**src/rtl/mp_add_seq.sv**
```systemverilog
// rtl/mp_add_seq.sv - (16*WORDS)-bit adder sequencer time-sharing one 16-bit carry-select slice
// Optional subtract mode (sub input, result a-b) enabled by defining MP_ADD_SEQ_SUB_EN.

module mp_add_seq_csa16 (
    input  logic [15:0] x,
    input  logic [15:0] y,
    input  logic        ci,
    output logic [15:0] s,
    output logic        co
);
    logic [8:0] lo;
    logic [8:0] hi0;
    logic [8:0] hi1;

    // Upper byte is precomputed for both carry values; the low byte's carry picks one.
    assign lo  = {1'b0, x[7:0]} + {1'b0, y[7:0]} + {8'b0, ci};
    assign hi0 = {1'b0, x[15:8]} + {1'b0, y[15:8]};
    assign hi1 = {1'b0, x[15:8]} + {1'b0, y[15:8]} + 9'd1;

    assign s[7:0]         = lo[7:0];
    assign {co, s[15:8]}  = lo[8] ? hi1 : hi0;
endmodule

module mp_add_seq #(
    parameter int WORDS = 4
) (
    input  logic                 clk,
    input  logic                 rst_n,
    input  logic                 start_valid,
    output logic                 start_ready,
    input  logic [16*WORDS-1:0]  a,
    input  logic [16*WORDS-1:0]  b,
    input  logic                 c_in,
`ifdef MP_ADD_SEQ_SUB_EN
    input  logic                 sub,
`endif
    output logic                 res_valid,
    input  logic                 res_ready,
    output logic [16*WORDS-1:0]  sum,
    output logic                 c_out,
    output logic                 busy
);
    localparam int W  = 16 * WORDS;
    localparam int IW = (WORDS > 1) ? $clog2(WORDS) : 1;
    localparam logic [IW-1:0] LAST = IW'(WORDS - 1);

    typedef enum logic [1:0] {S_IDLE, S_RUN, S_DONE} state_t;

    state_t          state;
    state_t          state_next;
    logic [IW-1:0]   idx;
    logic            carry;
    logic [W-1:0]    a_reg;
    logic [W-1:0]    b_reg;
    logic [W-1:0]    b_load;
    logic            carry_load;
    logic [15:0]     a_slice;
    logic [15:0]     b_slice;
    logic [15:0]     add_sum;
    logic            add_co;

`ifdef MP_ADD_SEQ_SUB_EN
    // Subtraction as a + ~b + 1; inverting at latch time keeps the run loop identical.
    assign b_load     = sub ? ~b : b;
    assign carry_load = sub ? 1'b1 : c_in;
`else
    assign b_load     = b;
    assign carry_load = c_in;
`endif

    assign a_slice = a_reg[{idx, 4'b0000} +: 16];
    assign b_slice = b_reg[{idx, 4'b0000} +: 16];

    mp_add_seq_csa16 u_csa (
        .x  (a_slice),
        .y  (b_slice),
        .ci (carry),
        .s  (add_sum),
        .co (add_co)
    );

    assign start_ready = (state == S_IDLE);
    assign res_valid   = (state == S_DONE);
    assign busy        = (state != S_IDLE);

    always_comb begin
        state_next = state;
        case (state)
            S_IDLE:  if (start_valid) state_next = S_RUN;
            S_RUN:   if (idx == LAST) state_next = S_DONE;
            S_DONE:  if (res_ready) state_next = S_IDLE;
            default: state_next = S_IDLE;
        endcase
    end

    always_ff @(posedge clk) begin
        if (!rst_n) begin
            state <= S_IDLE;
            idx   <= '0;
            carry <= 1'b0;
            a_reg <= '0;
            b_reg <= '0;
            sum   <= '0;
            c_out <= 1'b0;
        end else begin
            state <= state_next;
            case (state)
                S_IDLE: begin
                    if (start_valid) begin
                        a_reg <= a;
                        b_reg <= b_load;
                        carry <= carry_load;
                        idx   <= '0;
                    end
                end
                S_RUN: begin
                    sum[{idx, 4'b0000} +: 16] <= add_sum;
                    carry <= add_co;
                    if (idx == LAST) begin
                        c_out <= add_co;
                        idx   <= '0;
                    end else begin
                        idx <= idx + 1'b1;
                    end
                end
                default: ;
            endcase
        end
    end
endmodule

```
**config.mk**
```make
export PLATFORM = sky130hd
export DESIGN_NAME = mp_add_seq
export DESIGN_NICKNAME = d
export VERILOG_FILES = /design/src/rtl/mp_add_seq.sv
export SDC_FILE = /design/constraint.sdc
export NUM_CORES = 1
export LEC_CHECK = 0
export ABC_AREA = 1
export CAP_MARGIN = 10
export CORE_MARGIN = 2
export CORE_UTILIZATION = 30
export DETAILED_ROUTE_END_ITERATION = 8
export GPL_ROUTABILITY_DRIVEN = 0
export GPL_TIMING_DRIVEN = 0
export RECOVER_POWER = 25
export SKIP_CTS_REPAIR_TIMING = 1
export SLEW_MARGIN = 10
export SYNTH_ARGS = -nofsm -noshare
export SYNTH_HDL_FRONTEND = slang
export SYNTH_SLANG_ARGS = --single-unit
```
**constraint.sdc**
```tcl
create_clock -name clk -period 4.2 [get_ports clk]
set_input_delay 0.84 -clock clk [delete_from_list [all_inputs] [get_ports clk]]
set_output_delay 0.84 -clock clk [all_outputs]
set_load 0.05 [all_outputs]
```
# Yosys cells after proc, flatten, opt, wreduce, memory -nomap -nowiden
# Cells that the tools add are included.
word_totals:
  reg_bits: 198
  inputBits: 133
  output_inout_bits: 68
  word_cells: 41
classes:
  addsub: 6
  n_eq_ne: 6
  n_shift: 4
  muxes: 11
  reduce_logical: 7
op_table:
  columns: ["cell", "n"]
  rows:
  - ["$shiftx 64x7->16", 2]
  - ["$bwmux 64", 1]
  - ["$shift 16x8->64 const A", 1]
  - ["$shiftx 16x8->64", 1]
  - ["$add 8x8->9", 2]
  - ["$mux 2", 5]
  - ["$add 9x1->9", 1]
  - ["$add 9x1->9 const B", 1]
  - ["$mux 9", 1]
  - ["$neg 6->8", 1]
  - ["$pmux 2 s3", 1]
  - ["$reduce_and 2->1", 3]
  - ["$eq 2x2->1 const B", 2]
  - ["$ne 2x2->1 const B", 2]
  - ["$pmux 2 s2", 1]
  - ["$reduce_bool 2->1", 2]
  - ["$reduce_and 3->1", 1]
  - ["$add 2x1->2 const B", 1]
  - ["$eq 2x1->1 const B", 1]
  - ["$logic_not 2->1", 1]
  - ["$ne 2x1->1 const B", 1]
  - ["$pmux 1 s2", 1]
  - ["$mux 1", 1]

# Longest topological paths before layout
# Gate-level depths: netlist (run 1).
depth:
  ltp_word: 6
  depth_mapped: 21
  ltp_nobuf: 19

# Cells and area by module
# Synthesis (run 1) repeated with hierarchy kept, for this count alone.
unflattened:
  hier_cells: 1276
  hier_area_um2: 9317.7
by_module_without_submodules:
  columns: ["mod", "n_inst", "cells_per_inst", "area_per_inst_um2", "seq_area_each_um2"]
  rows:
  - ["mp_add_seq", 1, 1119, 8313.0, 3963.8]
  - ["mp_add_seq_csa16", 1, 157, 1004.7, 0.0]

# Worst setup path after synthesis (run 1)
# No wires, ideal clock.
synth_timing:
  path_type: "flip-flop to flip-flop"
  startpoint: "register idx[1]"
  endpoint: "register sum[31]"
  setup_time_ns: 0.068
  arrival_time_ns: 2.853
  required_time_ns: 4.132
  path_slack_ns: 1.280
  stages_incl_launch_ff: 20
  n_path_buf: 2
  period_less_slack_ns: 2.920
  path_cell_list: "dfxtp_1 > clkbuf_1 > clkbuf_1 > o21ai_0 > o22ai_1 > fa_1 > inv_1 > fa_1 > nand3b_1 > nand2_1 > nand2_1 > nand2_2 > nand2_2 > nor2_4 > nand2_1 > nand2_2 > nand3_2 > nor2_2 > nand2_1 > a21oi_2"
synth_between:
  elab_chain_cells: 6
  elab_cells_between_ends: 11
  cone_classes: "add/sub (5); shift (4); mux (2)"
synth_lines:
  columns: ["element", "line_no", "source"]
  rows:
  - ["start: declaration", "51", "logic [IW-1:0] idx;"]
  - ["start signal: assignment", "123", "idx <= idx + 1'b1;"]
  - ["$shiftx 64x7->16 (on tied branches)", "71, 72", null]
  - ["$add 8x8->9 (on tied branches)", "17, 18, 16", null]
  - ["$add 9x1->9 (on tied branches)", "18, 16", null]
  - ["$mux 9", "21", "assign {co, s[15:8]} = lo[8] ? hi1 : hi0;"]
  - ["$shiftx 16x8->64", "117", "sum[{idx, 4'b0000} +: 16] <= add_sum;"]
  - ["$bwmux 64 *", "117", null]
  - ["end signal: indexed assignment", "117", null]
  - ["end: declaration", "39", "output logic [16*WORDS-1:0] sum,"]
# Mark *: on every way between the ends. The rest lies on a longest branch, timed or not.
# A chain may end at the register's enable or synchronous reset.

# Worst setup path after layout (run 1)
layout_timing:
  startpoint: "register idx[0]"
  endpoint: "register sum[27]"
# The elaborated chain is that of the path after synthesis.

==> results of run 1 <==
worst max-delay path, cell delays in order (launching register included):
cell and delay (ps):
dfxtp_1 390, buf_2 280, clkbuf_1 450, o21ai_0 140
o22ai_1 310, fa_1 270, inv_1 60, fa_1 390
nand3b_1 190, nand2_1 120, nand2_1 70, nand2_2 160
nand2_2 110, xor2_1 320, nand2_1 80, nor2_1 280
nand2_1 100, a21oi_1 130
layout make-up:
| class | count | area (sq um) |
|---|---|---|
| inverters | 49 | 183.9 |
| clock buffers | 18 | 439.2 |
| well taps | 390 | 488.0 |
| clock inverters | 14 | 155.1 |
| repair buffers | 200 | 2002 |
| plain buffers | 82 | 347.8 |
| flip-flops and latches | 198 | 3964 |
| fillers | 3130 | 17450 |
| multi-input cells | 933 | 4447 |
report_power, final:
part	total, mW	switching, mW	internal [mW]
clock network	1.64	0.832	0.813
logic	1.26	0.802	0.454
registers	2.08	0.0759	2.00
total	4.98	1.71	3.27
worst paths after layout:
check / cells after the start / end / from / slack, ps
hold / removal: 2 / sum[34]$_SDFFE_PN0P_ / sum[34]$_SDFFE_PN0P_ / 460
hold reg to reg: 2 / sum[34]$_SDFFE_PN0P_ / sum[34]$_SDFFE_PN0P_ / 460
setup reg to reg: 17 / sum[27]$_SDFFE_PN0P_ / idx[0]$_SDFFE_PN0P_ / 270
setup / recovery: 17 / sum[27]$_SDFFE_PN0P_ / idx[0]$_SDFFE_PN0P_ / 270
kinds of logic after synthesis:
logic type               share of synthesized area
AND/OR/NAND/NOR                             0.2688
AO/OA/AOI/OAI                               0.1808
flip-flops                                  0.4436
buffers and inverters                      0.05881
adder cells (fa/ha/maj)                    0.03752
XOR/XNOR                                   0.01050
Yosys cell counts (all sizes together) (6+ instances only):
cell	instances	area share
ha	22	0.031
inv	47	0.020
nand3	35	0.020
clkbuf	56	0.024
dfxtp	198	0.44
nor2	348	0.15
nor3	6	0.0039
nand4	8	0.0056
buf	26	0.015
o21ai	187	0.10
nand2	193	0.084
a21oi	76	0.044
o22ai	28	0.020
metal layers:
metal	vias up	track usage	routed length (um)
met1	4143	0.2648	14220
met4	0	0.06543	841
li1	4585	-	-
met2	360	0.3234	14190
met3	47	0.03359	2133
met5	-	0	0
stage by stage:
| step | instances | power [mW] | setup WS (ps) | instance area (sq um) |
|---|---|---|---|---|
| after floorplan | 1262 | 2.885 | 1280 | 8936 |
| after global placement | 1852 | 3.336 | 118.6 | 11430 |
| after detailed placement | 1852 | 3.354 | 58.67 | 11430 |
| after CTS | 1884 | 4.976 | 40.02 | 12020 |
| after global routing | 1884 | 5.196 | 23.33 | 12030 |
| final | 1884 | 4.977 | 266.2 | 12030 |
==> results.cfg, run 1 <==
[floorplanning]
dieArea_sq_um = 31180
core-area_sq_um = 29480
io_pins = 201
die_w_um = 176.6
die_h_um = 176.6
initial_utilization = 0.3031
rows = 63

[clock_tree]
htreeDepth = 4
cts_made_buffers = 17
clk_pin_slew_ps = 80
clock_path_buffers = 2
cts.sinks = 198
clk_latency_ps = 440
cts_tree = built
cts_root_buf = clkbuf_16

[critical_path]
crit_path_max_fanout = 10
startpoint_type = register
required_ps = 4570
cp.arrival_ps = 4310
critPathKind = reg -> reg
cp-end-kind = register

[timing]
setup_viol = 0
worstMarginPinSlew_ps = 679.8
fmax_ghz = 0.2542
fin_skew_ps = 15.13
rsz0062_at_grt = no
fin_crit_sh = 0.9366
maxSlewHeadroom = 0.5468
finalHoldViolCount = 0
fin_tns_setup_ps = 0
min_period_ps = 3934
holdWs_ps = 464.2
final-max-slew-violation-count = 0

[grt]
antenna_found_initial = 1
grt_pass1_wl_mm = 46.89
grt_max_degree = 21
overflow = 0
grt_pass1_vias = 8499
globalRouteTotalUtil = 0.1979

[synthesis]
syn_nets = 1420
synth_edf_count = 0
synth_top_flop_cell = dfxtp_1
ys_warn_count = 0
postSynthAreaPerCell_sq_um = 7.081
mappedNetlistArea_sq_um = 8936
ys_ff_latch = 198
synthCells = 1262
ys_seq_area_frac = 0.4436
synth_cell_types = 37
async_flop_share = 0

[routing]
viasPerCell = 4.849
via_count = 9135
drt.antenna.violating_nets = 0
drc = 0
drt_iter0_drc = 695
routedWlPerCell_um = 16.65
routed_wl_mm = 31.38
firstDrtPassIters = 5

[pwr]
power.density_nw_per_um2 = 413.9
peakVddDrop_uv = 296.3
p_leak_nw = 4.667

[hold_path]
hp-class = reg -> reg

[final_layout]
final_cell_mix = 340 x nor2_1, 198 x dfxtp_1, 198 x clkdlybuf4s50_1
final_nets = 1639
final_core_util = 0.4079
final_common_cell = nor2_1
drive_gt1_frac = 0.06426
n_antenna_cell = 0
area_growth_pct = 34.58

[place]
dp_hpwl_mm = 24.69
io_buffers = 200

[flow_run]
max_cap_viol_count = 0

[run_status]
outcome = completed
No activity file was read; power rests on OpenSTA's default activity.
==> run 2: changes to the inputs <==
--- a/config.mk
+++ b/config.mk
@@ -12,6 +12,7 @@
 export DETAILED_ROUTE_END_ITERATION = 8
 export GPL_ROUTABILITY_DRIVEN = 0
 export GPL_TIMING_DRIVEN = 0
+export HOLD_SLACK_MARGIN = 0.08
 export RECOVER_POWER = 25
 export SKIP_CTS_REPAIR_TIMING = 1
 export SLEW_MARGIN = 10
==> results of run 2 <==
Final layout, timing and power as in run 1 (identical DEF).
==> run 3: changes to the inputs <==
--- a/config.mk
+++ b/config.mk
@@ -14,6 +14,7 @@
 export GPL_TIMING_DRIVEN = 0
 export HOLD_SLACK_MARGIN = 0.08
 export RECOVER_POWER = 25
+export SETUP_SLACK_MARGIN = 0.02
 export SKIP_CTS_REPAIR_TIMING = 1
 export SLEW_MARGIN = 10
 export SYNTH_ARGS = -nofsm -noshare
==> results of run 3 <==
Final layout, timing and power as in run 1 (identical DEF).
